$ cat src/rtl/seg_scan_ctrl_amisha_pkg.sv
// Shared types and constants for the seven-segment scan controller.
//   state_t : scan FSM encoding (IDLE / BLANK / SHOW)
//   disp_t  : one displayed frame, {per-digit dp request, four hex nibbles}
package seg_scan_pkg_amisha;

    localparam int         N_DIGITS  = 4;
    localparam logic [3:0] ANODE_OFF = 4'b1111;

    typedef enum logic [1:0] {
        IDLE  = 2'd0,
        BLANK = 2'd1,
        SHOW  = 2'd2
    } state_t;

    typedef struct packed {
        logic [N_DIGITS-1:0]   dp;
        logic [4*N_DIGITS-1:0] val;
    } disp_t;

endpackage

$ cat src/rtl/seg_scan_ctrl_amisha_tick_gen.sv
// Digit-slot prescaler. Counts 0..TICK_DIV-1 and wraps; clr forces it to 0.
//   clk, rst : clock, async active-high reset
//   clr      : synchronous clear (held while the scanner is idle)
//   cnt      : current position inside the digit slot
//   tc       : terminal count, high while cnt == TICK_DIV-1
module scan_tick_gen_amisha #(
    parameter int TICK_DIV = 50000,
    parameter int DIV_W    = 16
) (
    input  logic             clk,
    input  logic             rst,
    input  logic             clr,
    output logic [DIV_W-1:0] cnt,
    output logic             tc
);

    assign tc = (cnt == DIV_W'(TICK_DIV - 1));

    always_ff @(posedge clk or posedge rst) begin
        if (rst)            cnt <= '0;
        else if (clr || tc) cnt <= '0;
        else                cnt <= cnt + DIV_W'(1);
    end

endmodule

$ cat src/rtl/seg_scan_ctrl_amisha.sv
// Time-multiplexed scan controller for a 4-digit common-anode display.
// Each digit slot is TICK_DIV clocks: BLANK_CYC clocks with all anodes off,
// then the rest with the selected anode on. A loaded value is held in a
// pending buffer and only promoted to the displayed value at the 3->0 wrap
// (or immediately while idle), so a frame never shows mixed data.
//   clk_amisha, reset_amisha : clock, async active-high reset
//   en_amisha                : scan enable
//   load_amisha              : strobe capturing val_amisha / dp_in_amisha
//   lz_en_amisha             : leading-zero suppression
//   load_ack_amisha          : pulse when pending becomes displayed
//   an_amisha                : anodes, active-low
//   hex_amisha, dp_amisha    : nibble and active-low dp to the decoder
//   digit_idx_amisha         : digit currently selected
module seg_scan_ctrl_amisha
    import seg_scan_pkg_amisha::*;
#(
    parameter int TICK_DIV  = 50000,
    parameter int DIV_W     = 16,
    parameter int BLANK_CYC = 16
) (
    input  logic        clk_amisha,
    input  logic        reset_amisha,
    input  logic        en_amisha,
    input  logic        load_amisha,
    input  logic [15:0] val_amisha,
    input  logic [3:0]  dp_in_amisha,
    input  logic        lz_en_amisha,
    output logic        load_ack_amisha,
    output logic [3:0]  an_amisha,
    output logic [3:0]  hex_amisha,
    output logic        dp_amisha,
    output logic [1:0]  digit_idx_amisha
);

    state_t           state, state_nx;
    logic [1:0]       idx, idx_nx;
    logic [DIV_W-1:0] cnt;
    logic             tc, clr;
    disp_t            act, act_nx, pend, load_data;
    logic             pend_valid, xfer_pt, ack_nx;
    logic [3:0]       an_nx, hex_nx, zero, sup;
    logic             dp_nx;

    // Prescaler sits at 0 while idle so the first slot after enable is full length.
    assign clr = (state == IDLE) || !en_amisha;

    scan_tick_gen_amisha #(.TICK_DIV(TICK_DIV), .DIV_W(DIV_W)) u_tick (
        .clk (clk_amisha),
        .rst (reset_amisha),
        .clr (clr),
        .cnt (cnt),
        .tc  (tc)
    );

    // ---- FSM state register ----
    always_ff @(posedge clk_amisha or posedge reset_amisha) begin
        if (reset_amisha) begin
            state <= IDLE;
            idx   <= 2'd0;
        end else begin
            state <= state_nx;
            idx   <= idx_nx;
        end
    end

    // ---- FSM next state ----
    always_comb begin
        state_nx = state;
        idx_nx   = idx;
        if (!en_amisha) begin
            state_nx = IDLE;
            idx_nx   = 2'd0;
        end else begin
            case (state)
                IDLE: begin
                    state_nx = BLANK;
                    idx_nx   = 2'd0;
                end
                BLANK: if (cnt == DIV_W'(BLANK_CYC - 1)) state_nx = SHOW;
                SHOW: if (tc) begin
                    state_nx = BLANK;
                    idx_nx   = idx + 2'd1;
                end
                default: state_nx = IDLE;
            endcase
        end
    end

    // ---- Double buffer ----
    // Transfer points: every idle cycle, and the edge leaving digit 3.
    // A load on a transfer point bypasses (and discards) the pending copy.
    assign load_data = {dp_in_amisha, val_amisha};
    assign xfer_pt   = (state == IDLE) ||
                       (en_amisha && state == SHOW && tc && idx == 2'd3);

    always_comb begin
        act_nx = act;
        ack_nx = 1'b0;
        if (xfer_pt) begin
            if (load_amisha) begin
                act_nx = load_data;
                ack_nx = 1'b1;
            end else if (pend_valid) begin
                act_nx = pend;
                ack_nx = 1'b1;
            end
        end
    end

    always_ff @(posedge clk_amisha or posedge reset_amisha) begin
        if (reset_amisha) begin
            act        <= '0;
            pend       <= '0;
            pend_valid <= 1'b0;
        end else begin
            act <= act_nx;
            if (load_amisha) pend <= load_data;
            pend_valid <= xfer_pt ? 1'b0 : (pend_valid | load_amisha);
        end
    end

    // ---- FSM outputs (next values, registered below) ----
    // Decoded from next-state/next-data so anode, nibble and dp all switch
    // together on the same edge as the state they belong to.
    always_comb begin
        zero = 4'b0000;
        for (int i = 0; i < N_DIGITS; i++)
            zero[i] = (act_nx.val[4*i +: 4] == 4'h0);
        sup = 4'b0000;
        if (lz_en_amisha) begin
            sup[3] = zero[3];
            sup[2] = &zero[3:2];
            sup[1] = &zero[3:1];
        end
        an_nx = ANODE_OFF;
        if (state_nx == SHOW && !sup[idx_nx]) an_nx[idx_nx] = 1'b0;
        hex_nx = act_nx.val[{idx_nx, 2'b00} +: 4];
        dp_nx  = sup[idx_nx] | ~act_nx.dp[idx_nx];
    end

    always_ff @(posedge clk_amisha or posedge reset_amisha) begin
        if (reset_amisha) begin
            an_amisha        <= ANODE_OFF;
            hex_amisha       <= 4'h0;
            dp_amisha        <= 1'b1;
            digit_idx_amisha <= 2'd0;
            load_ack_amisha  <= 1'b0;
        end else begin
            an_amisha        <= an_nx;
            hex_amisha       <= hex_nx;
            dp_amisha        <= dp_nx;
            digit_idx_amisha <= idx_nx;
            load_ack_amisha  <= ack_nx;
        end
    end

endmodule

$ cat config.mk
export PLATFORM = sky130hd
export DESIGN_NAME = seg_scan_ctrl_amisha
export DESIGN_NICKNAME = d
export VERILOG_FILES = /design/src/rtl/seg_scan_ctrl_amisha_pkg.sv /design/src/rtl/seg_scan_ctrl_amisha_tick_gen.sv /design/src/rtl/seg_scan_ctrl_amisha.sv
export SDC_FILE = /design/constraint.sdc
export NUM_CORES = 1
export LEC_CHECK = 0
export ABC_AREA = 1
export ABC_CLOCK_PERIOD_IN_PS = 2230
export BUFFER_PORTS_ARGS = -buffer_cell sky130_fd_sc_hd__buf_2
export CORE_UTILIZATION = 25
export CTS_CLUSTER_DIAMETER = 40
export CTS_CLUSTER_SIZE = 20
export DETAILED_ROUTE_END_ITERATION = 10
export GPL_TIMING_DRIVEN = 0
export SYNTH_ARGS = -nofsm -noshare
export SYNTH_HDL_FRONTEND = slang
export SYNTH_HIERARCHICAL = 1
export SYNTH_SLANG_ARGS = --single-unit
export TNS_END_PERCENT = 5
$ cat constraint.sdc
create_clock -name clk_amisha -period 2.23 [get_ports clk_amisha]
set_input_delay 0.223 -clock clk_amisha [delete_from_list [all_inputs] [get_ports clk_amisha]]
set_output_delay 0.223 -clock clk_amisha [all_outputs]
set_load 0.02 [all_outputs]
Yosys cells after proc, flatten, opt, wreduce, memory -nomap -nowiden --
Cells that the tools add are included.
Storage, ports and cells: register bits after elaboration 71, input bits 25, output and inout bits 12
Operators by class: $add $sub $neg 2, $lt $le $gt $ge 2, eq/ne operators 6, shift-type cells 1, muxes and demuxes 23, bitwise gates (word level) 4, reduce and logical (&&, ||, !) cells 16
Operators with widths (count):
- two-way mux 20 bit | 3
- adder 16 x 1 -> 16 bit, second input constant | 1
- equality test 16 bit, second input constant | 1
- equality test 16 x 4 -> 1 bit, second input constant | 1
- two-way mux 16 bit | 1
- indexed part select 16 x 5 -> 4 bit | 1
- zero test 4 bit | 3
- two-way mux 2 bit | 5
- two-way mux 1 bit | 7
- equality test 2 bit, second input constant | 3
- one-hot mux 2 bit (3 select lines) | 1
- logical AND 1 bit | 5
- binary-select mux 1 bit (select 2 bit) | 2
- two-way mux 4 bit | 1
- inverter 4 bit | 1
- one-hot mux 2 bit (2 select lines) | 1
- logical OR 1 bit | 3
- < comparator 2 x 3 -> 1 bit, second input constant | 1
- two-way mux 3 bit | 1
- AND reduction 3 bit | 1
- adder 2 x 1 -> 2 bit, second input constant | 1
- demux 1 bit (select 2 bit) | 1
- equality test 2 x 1 -> 1 bit, second input constant | 1
- >= comparator 2 x 1 -> 1 bit, second input constant | 1
- other kinds (5) | 7

Depth between registers and ports, before layout --
Gate-level depths: netlist of the first run.
depth after elaboration 14, mapped depth 14

By module --
The synthesis of the first run kept the hierarchy.
Modules (own cells, without submodules):
- seg_scan_ctrl_amisha | instances 1, cells each 318, area each 2612.5 um^2, sequential area each 1382.6 um^2
- scan_tick_gen_amisha | instances 1, cells each 122, area each 913.4 um^2, sequential area each 400.4 um^2

Worst setup path before layout of the first run --
No wires, ideal clock.
path kind reg-to-reg, start register u_tick.cnt[0], end register an_amisha[0], data arrival time 2.378 ns, data required time 2.166 ns, path slack -0.212 ns, stages on the path, launching flop included 13, path buffers 1, clock period less this slack 2.442 ns, cell sequence dfrtp_1 -> ha_1 -> nand3_2 -> nor4_1 -> nand4_4 -> nand2_8 -> buf_12 -> nor2_2 -> a21oi_2 -> nand3_2 -> nor2_2 -> nand3_2 -> nand3_1
Between the ends: longest elaborated chain between the ends 13, elaborated cells on any way between the ends 31, classes of those cells order compare: 2; eq/ne: 3; mux: 14; bitwise: 1; reduce/logical: 11
RTL lines:
- start: declaration | RTL line seg_scan_ctrl_amisha_tick_gen.sv:13 | output logic [DIV_W-1:0] cnt,
- start signal: assignment | RTL line seg_scan_ctrl_amisha_tick_gen.sv:22 | else cnt <= cnt + DIV_W'(1);
- equality test 16 bit (*) | RTL line seg_scan_ctrl_amisha_tick_gen.sv:17 | assign tc = (cnt == DIV_W'(TICK_DIV - 1));
- net tc | RTL line seg_scan_ctrl_amisha.sv:38 | logic tc, clr;
- logical AND 1 bit (2 in series) | RTL line seg_scan_ctrl_amisha.sv:94 | (en_amisha && state == SHOW && tc && idx == 2'd3);
- logical OR 1 bit | RTL line seg_scan_ctrl_amisha.sv:93 | assign xfer_pt = (state == IDLE) ||
- two-way mux 20 bit | RTL line seg_scan_ctrl_amisha.sv:99 | if (xfer_pt) begin
- zero test 4 bit | RTL line seg_scan_ctrl_amisha.sv:128 | zero[i] = (act_nx.val[4*i +: 4] == 4'h0);
- AND reduction 3 bit / AND reduction 2 bit (equally long branches) | RTL line seg_scan_ctrl_amisha.sv:133, seg_scan_ctrl_amisha.sv:132
- two-way mux 3 bit | RTL line seg_scan_ctrl_amisha.sv:130 | if (lz_en_amisha) begin
- binary-select mux 1 bit (select 2 bit) | RTL line seg_scan_ctrl_amisha.sv:136 | if (state_nx == SHOW && !sup[idx_nx]) an_nx[idx_nx] = 1'b0;
- two-way mux 1 bit (not written as such) | RTL line seg_scan_ctrl_amisha.sv:136
- zero test 1 bit | RTL line seg_scan_ctrl_amisha.sv:136
- logical AND 1 bit | RTL line seg_scan_ctrl_amisha.sv:136
- two-way mux 4 bit (*) | RTL line seg_scan_ctrl_amisha.sv:136
- net an_nx[0] | RTL line seg_scan_ctrl_amisha.sv:41 | logic [3:0] an_nx, hex_nx, zero, sup;
- end signal: assignment | RTL line seg_scan_ctrl_amisha.sv:149 | an_amisha <= an_nx;
- end: declaration | RTL line seg_scan_ctrl_amisha.sv:29 | output logic [3:0] an_amisha,
The timed path passes the listed nets; every way through them passes the cells marked *. The select of a mux whose other input is x is not followed. A chain may end at the register's enable or synchronous reset.

==> results.yml, run 1 <==
run_status:
  status: "complete, but fails checks"
  violations: "setup timing"
floorplan:
  dieArea_um2: 14580
  rows: 43
  initial_utilization_pct: 25.50
  core_area_um2: 13830
  die_w_um: 120.8
  pin_count: 37
  fp.dieH_um: 120.8
finish:
  fill_cells: 1414
  layout.nets: 538
  mostFrequentLayoutCell: "nand2_1"
  drive_above_1_share_pct: 27.52
  final_cell_mix: "166 x nand2_1, 63 x dfrtp_1, 41 x nor2_1, 38 x buf_2, 36 x inv_1"
  antenna_cells: 0
  syn2layout_area_growth_pct: 29.70
drt:
  viasPerCell: 4.473
  drc: 0
  dr.first_iter.drc_count: 286
  detail-route-antenna-nets: 0
  dr.pass1.iters: 4
  vias: 3113
  wl_per_cell_um: 13.20
  wl_mm: 9.185
synthesis:
  yosys_warnings: 6
  async_flop_share_pct: 100.0
  synth_area_per_cell_um2: 8.013
  syn_nets: 467
  ys.flop_type: "dfrtp_1"
  seq_area_frac_synth_pct: 50.57
  ys_ff_latch: 71
  postSynthCellCount: 440
  synth_edf_count: 0
  ys_types: 36
  synth_area_um2: 3526
clock_tree:
  cts_made_buffers: 9
  cts.reportedPaths.clkPinSlew_ns: 0.06
  clock_sinks: 71
  clockBufferDepth: 2
  cts_root_buffer: "clkbuf_16"
  htreeDepth: 3
  clock_latency_ns: 0.33
  cts_tree: "built"
hold_path:
  whs_path_depth: 3
  min_path_type: "in -> reg"
sta:
  rsz0062_at_grt: "true"
  fin_setup_tns_ns: -0.05877
  fin_worst_skew_ns: 0.005801
  min_period_over_period_pct: 101.7
  layout_setup_ws_ns: -0.03695
  setup_viol: 5
  drv_slew: 0
  worst_pin_slew_ns: 0.6063
  period_needed_ns: 2.267
  slew_headroom_pct: 59.54
  fmax_mhz: 441.1
  report.final.hold_viol_count: 0
global_routing:
  grt_remaining_overflow: 0
  grt_max_degree: 38
  grt_pass1_vias: 3009
  grt_pass1_wl_mm: 14.65
  grt.total_usage_pct: 13.02
  antenna_found_initial: 1
power_and_ir_drop:
  seqPwrFrac_pct: 42.4
  ir_drop_mv: 0.3622
  p_comb_share_pct: 12.6
  swShare_pct: 25.34
  p_leak_nw: 2.230
  pwr-share-clk_pct: 45.0
  p_switching_w: 0.0008546
  intPower_w: 0.002518
  power_density_nw_per_um2: 737.4
  totalPowerFinal_w: 0.003372
setup_path:
  crit_required_ns: 2.43
  critical_path.max_fanout: 7
  reg2reg_slack_ns: -0.04
  cp.arrival_ns: 2.46
  r2r_cells: 11
  path_class: "reg -> reg"
  critPathLaunchType: "flop"
  cp-end-kind: "flop"
placed_design:
  io_buffers: 35
  dp_hpwl_mm: 6.135
  gp_congestion: 0.8274
job:
  maxCapViolCount: 0
## final timing paths
check,end,from
worst max register to register,hex_amisha[1]$_DFF_PP0_,u_tick/cnt[1]$_DFF_PP0_
worst min register to register,pend[18]$_DFFE_PP0P_,pend[18]$_DFFE_PP0P_
worst max-delay path,hex_amisha[1]$_DFF_PP0_,u_tick/cnt[1]$_DFF_PP0_
min in group asynchronous,pend[16]$_DFFE_PP0P_,reset_amisha
worst min-delay path,pend[11]$_DFFE_PP0P_,val_amisha[11]
max in group asynchronous,an_amisha[2]$_DFF_PP1_,reset_amisha
## synth_stat cells, drive strengths merged, types with 2 or more instances
cell    number  share of area (%)
nand2      185                 21
dfrtp       66                 47
nor2        48                5.5
inv         44                4.7
nand3       21                3.5
o21ai       17                2.7
nand4       10                2.2
buf          8                2.0
a21oi        5               0.82
a22oi        5                1.1
dfstp        5                3.7
xor2         5                1.2
nor4         4               0.71
a22o         3               0.85
o211ai       3               0.64
a31oi        2               0.35
ha           2               0.71
or2          2               0.36
xnor2        2               0.50
## routing by layer
layer | vias to the layer above | global-route usage (%) | routed length [um]
met5 | - | 0 | 13
met4 | 2 | 5.478 | 161
met3 | 18 | 4.623 | 561
met2 | 91 | 20.40 | 4343
met1 | 1465 | 16.14 | 4105
li1 | 1537 | - | -
## per-stage QoR
stage          cells  area, um2  hold WS, ns  setup WS (ns)  utilization (%)
3_5_place_dp     656       3961       0.2821        -0.3237            28.65
3_3_place_gp     655       3941       0.3560        -0.2863            28.50
6_report         696       4573       0.1142       -0.03695            33.07
5_1_grt          696       4573       0.1174        -0.2081            33.07
4_1_cts          682       4398       0.1053       -0.02785            31.81
2_1_floorplan    440       3541       0.1367        0.07816                -
## flip-flops by register name, summed over array words and instances (netlist names)
register	count
digit_idx_amisha	2
u_tick/cnt	16
state	2
pend	20
an_amisha	4
hex_amisha	4
load_ack_amisha	1
act	20
pend_valid	1
dp_amisha	1
## critical path, cell delays in order, from the launching register on
cell and delay [ns]:
dfrtp_1 0.40, ha_4 0.18, nand3_4 0.14, nor4_4 0.24
buf_4 0.19, nand4_4 0.14, nand2_8 0.13, nand2_4 0.10
o21ai_1 0.23, inv_1 0.09, a22oi_1 0.17, o211ai_1 0.12
## power groups by stage
stage	clock (W)	combinational, W	sequential, W
floorplan	0	0.000251	0.00147
global placement	0	0.000383	0.00145
detailed placement	0	0.000394	0.00145
CTS	0.00155	0.000410	0.00143
global route	0.00161	0.000483	0.00144
finish	0.00152	0.000425	0.00143
## what timing repair did
action,4_1_cts,5_1_grt
setup endpoints to repair,13,9
resized for setup,11,24
endpoints found under the hold margin,18,0
gates cloned,1,0
pin swaps,5,5
buffers inserted,8,14
hold buffers,1,0
## cell families after synthesis
group | count (synthesis) | synth area share [%]
buf+inv | 53 | 6.742
simple gates | 271 | 33.57
flops | 71 | 50.57
fa+ha+maj | 2 | 0.7096
compound gates | 36 | 6.672
xor+xnor | 7 | 1.739
## area by class of cell
type / instances / area (um2) / area share [%]
inverters: 44 / 172.7 / 3.776
clock inverters: 6 / 86.33 / 1.888
flip-flops and latches: 71 / 1787 / 39.07
repair buffers: 59 / 374.1 / 8.181
clock buffers: 10 / 229.0 / 5.007
multi-input cells: 317 / 1627 / 35.57
well taps: 180 / 225.2 / 4.925
plain buffers: 9 / 72.57 / 1.587
Note: power is estimated with default switching activity, not from simulation.
==> run 2, diff against run 1 <==
--- a/config.mk
+++ b/config.mk
@@ -8,11 +8,14 @@
 export ABC_AREA = 1
 export ABC_CLOCK_PERIOD_IN_PS = 2230
 export BUFFER_PORTS_ARGS = -buffer_cell sky130_fd_sc_hd__buf_2
+export CELL_PAD_IN_SITES_DETAIL_PLACEMENT = 0
+export CELL_PAD_IN_SITES_GLOBAL_PLACEMENT = 1
 export CORE_UTILIZATION = 25
 export CTS_CLUSTER_DIAMETER = 40
 export CTS_CLUSTER_SIZE = 20
 export DETAILED_ROUTE_END_ITERATION = 10
 export GPL_TIMING_DRIVEN = 0
+export PLACE_DENSITY_LB_ADDON = 0.1
 export SYNTH_ARGS = -nofsm -noshare
 export SYNTH_HDL_FRONTEND = slang
 export SYNTH_HIERARCHICAL = 1
==> run 2 against run 1 <==
Against the previous run: the run now ends clean; global-route usage grew 1.4 points; critical path depth grew 2; worst hold slack lost 0.0098 ns; clock skew grew 0.0021 ns; total power shrank 6.5%; first-iteration DRC count shrank 62%; core utilization shrank 0.30 points; cell count grew 0.43%; via count shrank 3.6%; combinational power shrank 1%; critical endpoint is now an_amisha[0]$_DFF_PP1_.
==> results.yml, run 2 (synthesis gave the netlist of run 1 again) <==
run_status:
  status: "finished clean"
global_routing:
  grt_pass1_wl_mm: 15.58
  grt_pass1_vias: 2956
  antenna_found_initial: 0
  grt_max_degree: 32
  grt_remaining_overflow: 0
  met1_usage_pct: 18.45
  grt.total_usage_pct: 14.41
  use_met3_pct: 4.575
  busiest_layer: "met2"
  grt_use_met2_pct: 23.46
setup_path:
  crit_required_ns: 2.51
  cp-end-kind: "flop"
  critPathSlowestCell: "dfrtp_1"
  reg2reg_slack_ns: 0.08
  critPathLaunchType: "flop"
  crit_family: "simple AND/OR/NAND/NOR gates"
  critical_path.max_fanout: 8
  path_buf_inv: 3
  crit_top_cell: "nor2_4"
  critPathLaunch: "u_tick/cnt[5]$_DFF_PP0_"
  r2r-start: "u_tick/cnt[5]$_DFF_PP0_"
  cp.arrival_ns: 2.43
  r2r-end: "an_amisha[0]$_DFF_PP1_"
  path_cells: "inv_2 > nand4_1 > nor4_4 > buf_4 > nand4_4 > nand2_8 > buf_12 > nor2_4 > a21oi_2 > nand3_2 > nor2_4 > nand3_4 > nand3_1"
  critPathMaxStageDelay_ns: 0.40
  path_class: "reg -> reg"
  r2r_cells: 13
finish:
  instances_no_fill: 699
  drive_above_1_share_pct: 26.59
  syn2layout_area_growth_pct: 28.53
  antenna_cells: 0
  mostFrequentLayoutCell: "nand2_1"
  fill_cells: 1465
  final_cell_mix: "172 x nand2_1, 61 x dfrtp_1, 41 x nor2_1, 38 x inv_1, 38 x buf_2"
  multiInputGateArea_um2: 1613
  layout.nets: 541
  largestRegisters: "act x20, pend x20, u_tick/cnt x16"
  regArea_um2: 1789
sta:
  rsz0062_at_grt: "true"
  period_needed_ns: 2.152
  setup_viol: 0
  fin_worst_skew_ns: 0.007929
  slew_headroom_pct: 56.71
  report.final.hold_viol_count: 0
  drv_slew: 0
  min_period_over_period_pct: 96.49
  worst_pin_slew_ns: 0.6486
  fmax_mhz: 464.8
  holdWs_ns: 0.1044
  fin_setup_tns_ns: 0
floorplan:
  rows: 43
  die_w_um: 120.8
  initial_utilization_pct: 25.50
  core_area_um2: 13830
  fp.dieH_um: 120.8
  dieArea_um2: 14580
  pin_count: 37
clock_tree:
  cts_root_buffer: "clkbuf_16"
  cts_made_buffers: 9
  cts.reportedPaths.clkPinSlew_ns: 0.06
  htreeDepth: 3
  clockBufferDepth: 2
  clock_latency_ns: 0.34
  cts_tree: "built"
  clock_sinks: 71
drt:
  detail-route-antenna-nets: 0
  vias: 3001
  wl_mm: 9.554
  wl_per_cell_um: 13.67
  dr.pass1.iters: 4
  dr.first_iter.drc_count: 110
  drc: 0
  viasPerCell: 4.293
power_and_ir_drop:
  p_switching_w: 0.0008614
  p_leak_nw: 2.210
  power_density_nw_per_um2: 695.8
  p_comb_share_pct: 13.3
  pwr-share-clk_pct: 41.4
  seqPwrFrac_pct: 45.3
  swShare_pct: 27.32
  intPower_w: 0.002292
  totalPowerFinal_w: 0.003153
  ir_drop_mv: 0.4586
job:
  maxCapViolCount: 0
placed_design:
  dp_hpwl_mm: 6.654
  gp_congestion: 0.7490
  io_buffers: 35
  numPlacedInstances: 656
hold_path:
  hold_start: "dp_in_amisha[3]"
  hold_end: "pend[19]$_DFFE_PP0P_"
  whs_path_depth: 3
  min_path_type: "in -> reg"
## run 2: cell count changes in the layout (fill, tap and decap cells not counted), sizes merged
cell	change
clkinvlp	+1
clkbuf	+2
bufinv	-2
buf	+4
nand2	-1
clkinv	-1
## run 2: final cells by class
type	instances	area share, %
Sequential cell	71	39.48
Clock buffer	12	5.218
Multi-Input combinational cell	316	35.59
Inverter	44	3.755
Buffer	9	1.601
Tap cell	180	4.970
Clock inverter	4	0.5522
Timing Repair Buffer	63	8.835
## run 2: worst max-delay path by stage
stage	to	slack [ns]	depth (start not counted)
6_report	an_amisha[0]$_DFF_PP1_	0.08	13
5_1_grt	hex_amisha[2]$_DFF_PP0_	-0.07	13
2_1_floorplan	an_amisha[0]$_DFF_PP1_	0.08	12
3_5_place_dp	an_amisha[0]$_DFF_PP1_	-0.46	13
4_1_cts	an_amisha[0]$_DFF_PP1_	0.0003	14
3_3_place_gp	an_amisha[2]$_DFF_PP1_	-0.47	13
## run 2: power by group through the flow
stage	Sequential, W	Combinational [W]	Clock [W]
floorplan	0.00147	0.000251	0
global placement	0.00145	0.000395	0
detailed placement	0.00145	0.000401	0
CTS	0.00143	0.000415	0.00136
global route	0.00144	0.000482	0.00140
finish	0.00143	0.000420	0.00130
## run 2: metrics by stage
| step | area (um2) | util (%) | setup WS (ns) |
|---|---|---|---|
| finish | 4532 | 32.78 | 0.07832 |
| global placement | 3941 | 28.50 | -0.4732 |
| detailed placement | 3961 | 28.65 | -0.4579 |
| CTS | 4382 | 31.69 | 0.0003066 |
| floorplan | 3541 | - | 0.07816 |
| global route | 4532 | 32.78 | -0.07227 |
## run 2: timing repair
item	CTS	global route
pin swaps	8	6
gates resized for setup	16	14
hold buffers	1	0
setup endpoints to repair	16	9
setup buffers	13	13
hold endpoints to repair	24	0
## run 2: worst register-to-register path, cell delays in order (launching register included)
cell and delay, ns:
dfrtp_1 0.40, inv_2 0.09, nand4_1 0.15, nor4_4 0.27
buf_4 0.18, nand4_4 0.12, nand2_8 0.13, buf_12 0.14
nor2_4 0.04, a21oi_2 0.13, nand3_2 0.10, nor2_4 0.14
nand3_4 0.11, nand3_1 0.10
## run 2: per-layer routing
layer,vias to the layer above,wire length (um)
met5,-,0
met4,0,74
met3,5,285
met2,40,4683
met1,1422,4511
li1,1534,-
==> run 3, diff against run 2 <==
--- a/config.mk
+++ b/config.mk
@@ -16,8 +16,8 @@
 export DETAILED_ROUTE_END_ITERATION = 10
 export GPL_TIMING_DRIVEN = 0
 export PLACE_DENSITY_LB_ADDON = 0.1
+export SLEW_MARGIN = 20
 export SYNTH_ARGS = -nofsm -noshare
 export SYNTH_HDL_FRONTEND = slang
-export SYNTH_HIERARCHICAL = 1
 export SYNTH_SLANG_ARGS = --single-unit
 export TNS_END_PERCENT = 5
==> run 3 against run 2 <==
Against the previous run: combinational power hardly changed; register-to-register slack improved by 0.12 ns; total power is 3.8% higher; via count decreased by 4.0%; synthesized cell count shrank 0.23%; first-iteration DRC count fell by 0.91%; area after synthesis grew 0.60%; flip-flop and latch count unchanged; fmax grew 5.8%; critical path depth decreased by 5.
==> results.yml, run 3 <==
run_status:
  status: "finished clean"
clock_tree:
  cts.reportedPaths.clkPinSlew_ns: 0.06
  cts_made_buffers: 9
  cts_root_buffer: "clkbuf_16"
  htreeDepth: 3
  clockBufferDepth: 2
  cts_tree: "built"
  clock_latency_ns: 0.34
  clock_sinks: 71
sta:
  setup_viol: 0
  drv_slew: 0
  fmax_mhz: 491.8
  min_period_over_period_pct: 91.18
  period_needed_ns: 2.033
  fin_worst_skew_ns: 0.007037
  rsz0062_at_grt: "true"
  worst_pin_slew_ns: 0.5269
  layout_setup_ws_ns: 0.1967
  slew_headroom_pct: 64.88
  report.final.hold_viol_count: 0
drt:
  vias: 2880
  wl_mm: 9.001
  dr.first_iter.drc_count: 109
  dr.pass1.iters: 4
  wl_per_cell_um: 13.35
  detail-route-antenna-nets: 0
  drc: 0
  viasPerCell: 4.273
synthesis:
  yosys_warnings: 0
  synth-compound-area-share_pct: 10.30
  synth_area_per_cell_um2: 8.080
  synth_top_family_by_area: "simple AND/OR/NAND/NOR gates"
  synth_area_um2: 3547
  ys_types: 38
  async_flop_share_pct: 100.0
  ys_top_cells_by_area: "dfrtp_1 47%, nand2_1 16%, inv_1 4.8%"
  synth_edf_count: 0
  muxShareOfSynthArea_pct: 0
  synth-xor-area-share_pct: 0
  yosysTopAreaCell: "dfrtp_1"
  ys_ff_latch: 71
  synthDominantCellAreaShare_pct: 46.56
  synth-simple-area-share_pct: 30.58
  synthTopCellsByCount: "151 x nand2_1, 66 x dfrtp_1, 45 x inv_1"
  synthAdderAreaFrac_pct: 0.7055
  synth.most_common_cell: "nand2_1"
  postSynthCellCount: 439
  ys.flop_type: "dfrtp_1"
  seq_area_frac_synth_pct: 50.26
  syn_nets: 466
setup_path:
  cp.arrival_ns: 2.25
  path_cells: "ha_4 > nand3_2 > or4_1 > nand2_1 > inv_2 > buf_2 > o21ai_0 > a21oi_1"
  crit_required_ns: 2.45
  critPathMaxStageDelay_ns: 0.57
  critical_path.max_fanout: 10
  path_class: "reg -> reg"
  cp-end-kind: "flop"
  crit_family: "simple AND/OR/NAND/NOR gates"
  critPathLaunchType: "flop"
  reg2reg_slack_ns: 0.20
  critPathSlowestCell: "or4_1"
  path_buf_inv: 2
global_routing:
  antenna_found_initial: 0
  grt_pass1_wl_mm: 15.04
  grt_max_degree: 48
  grt_remaining_overflow: 0
  grt.total_usage_pct: 13.76
  grt_pass1_vias: 2835
finish:
  fin_util_pct: 31.17
  final_cell_mix: "151 x nand2_1, 66 x dfrtp_1, 44 x inv_1, 39 x buf_2, 31 x nor2_1"
  syn2layout_area_growth_pct: 21.98
  antenna_cells: 0
  largestRegisters: "act x20, pend x20, u_tick.cnt x16"
  layout.nets: 516
  fill_cells: 1523
  mostFrequentLayoutCell: "nand2_1"
  drive_above_1_share_pct: 21.46
floorplan:
  fp.dieH_um: 121.1
  pin_count: 37
  die_w_um: 121.1
  core_area_um2: 13880
  dieArea_um2: 14670
  rows: 43
  initial_utilization_pct: 25.55
placed_design:
  gp_congestion: 0.7032
  io_buffers: 35
  dp_hpwl_mm: 6.478
  pre_cts_ws_ns: 0.1214
power_and_ir_drop:
  swShare_pct: 26.21
  p_leak_nw: 2.092
  intPower_w: 0.002415
  p_switching_w: 0.0008576
  power_density_nw_per_um2: 756.4
  p_comb_share_pct: 12.9
  pwr-share-clk_pct: 43.2
  seqPwrFrac_pct: 43.9
  ir_drop_mv: 0.4405
hold_path:
  min_path_type: "in -> reg"
job:
  maxCapViolCount: 0
-- run 3: what timing repair did --
item,4_1_cts,5_1_grt
hold buffers,1,0
resized for setup,0,6
endpoints found under the setup margin,0,18
setup buffers,0,2
endpoints found under the hold margin,21,0
-- run 3: worst register-to-register path, delay by kind of cell (launching register included) --
| family | cells | cell delay [ns] |
|---|---|---|
| and+or+nand+nor | 3 | 0.96 |
| buffers and inverters | 2 | 0.25 |
| DFF | 1 | 0.40 |
| adders and majority gates | 1 | 0.16 |
| AOI/OAI and AO/OA | 2 | 0.16 |
-- run 3: routing by layer --
layer / track usage, % / wire length, um / vias up
met2: 21.11 / 4057 / 48
met1: 18.16 / 4473 / 1324
met5: 0 / 0 / -
li1: - / - / 1501
met3: 4.558 / 359 / 7
met4: 4.398 / 110 / 0
-- run 3: logic make-up (layout without fill, tap and decap cells) --
logic type               count (synthesis)  in the layout
buffers and inverters                   64            119
flip-flops                              71             71
AND/OR/NAND/NOR                        242            242
AO/OA/AOI/OAI                           60             60
adder cells (fa/ha/maj)                  2              2
-- run 3: cell type report --
cell class                      instances  area (um2)  share of cell area, %
Clock inverter                          2       12.51                 0.2892
Tap cell                              180       225.2                  5.205
Multi-Input combinational cell        304        1503                  34.73
Sequential cell                        71        1783                  41.21
Clock buffer                           14       284.0                  6.564
Inverter                               50       191.4                  4.425
Buffer                                 14       100.1                  2.313
Timing Repair Buffer                   39       227.7                  5.263
-- run 3: power groups by stage --
| stage | Clock, W | Sequential [W] | Combinational (W) |
|---|---|---|---|
| 2_1_floorplan | 0 | 0.00147 | 0.000274 |
| 4_1_cts | 0.00148 | 0.00143 | 0.000431 |
| 5_1_grt | 0.00152 | 0.00145 | 0.000486 |
| 3_3_place_gp | 0 | 0.00146 | 0.000420 |
| 3_5_place_dp | 0 | 0.00146 | 0.000428 |
| 6_report | 0.00141 | 0.00144 | 0.000423 |
-- run 3: per-stage QoR --
stage	hold WS, ns	cells	setup TNS (ns)	area (um2)	total power (W)
after detailed placement	0.2359	655	0	3978	0.001884
after floorplan	0.3420	439	0	3547	0.001743
final	0.1133	674	0	4327	0.003273
after global routing	0.1147	674	-0.01266	4327	0.003454
after global placement	0.4522	654	-64.72	3948	0.001875
after CTS	0.09641	672	0	4284	0.003347
-- run 3: path summary, 6_finish.rpt --
path,from,to,depth (start not counted)
setup / recovery,u_tick.cnt[0]$_DFF_PP0_,u_tick.cnt[13]$_DFF_PP0_,8
hold / removal,dp_in_amisha[1],pend[17]$_DFFE_PP0P_,3
setup reg to reg,u_tick.cnt[0]$_DFF_PP0_,u_tick.cnt[13]$_DFF_PP0_,8
hold reg to reg,pend[9]$_DFFE_PP0P_,pend[9]$_DFFE_PP0P_,2
max in group asynchronous,reset_amisha,an_amisha[2]$_DFF_PP1_,4
min in group asynchronous,reset_amisha,act[3]$_DFF_PP0_,3
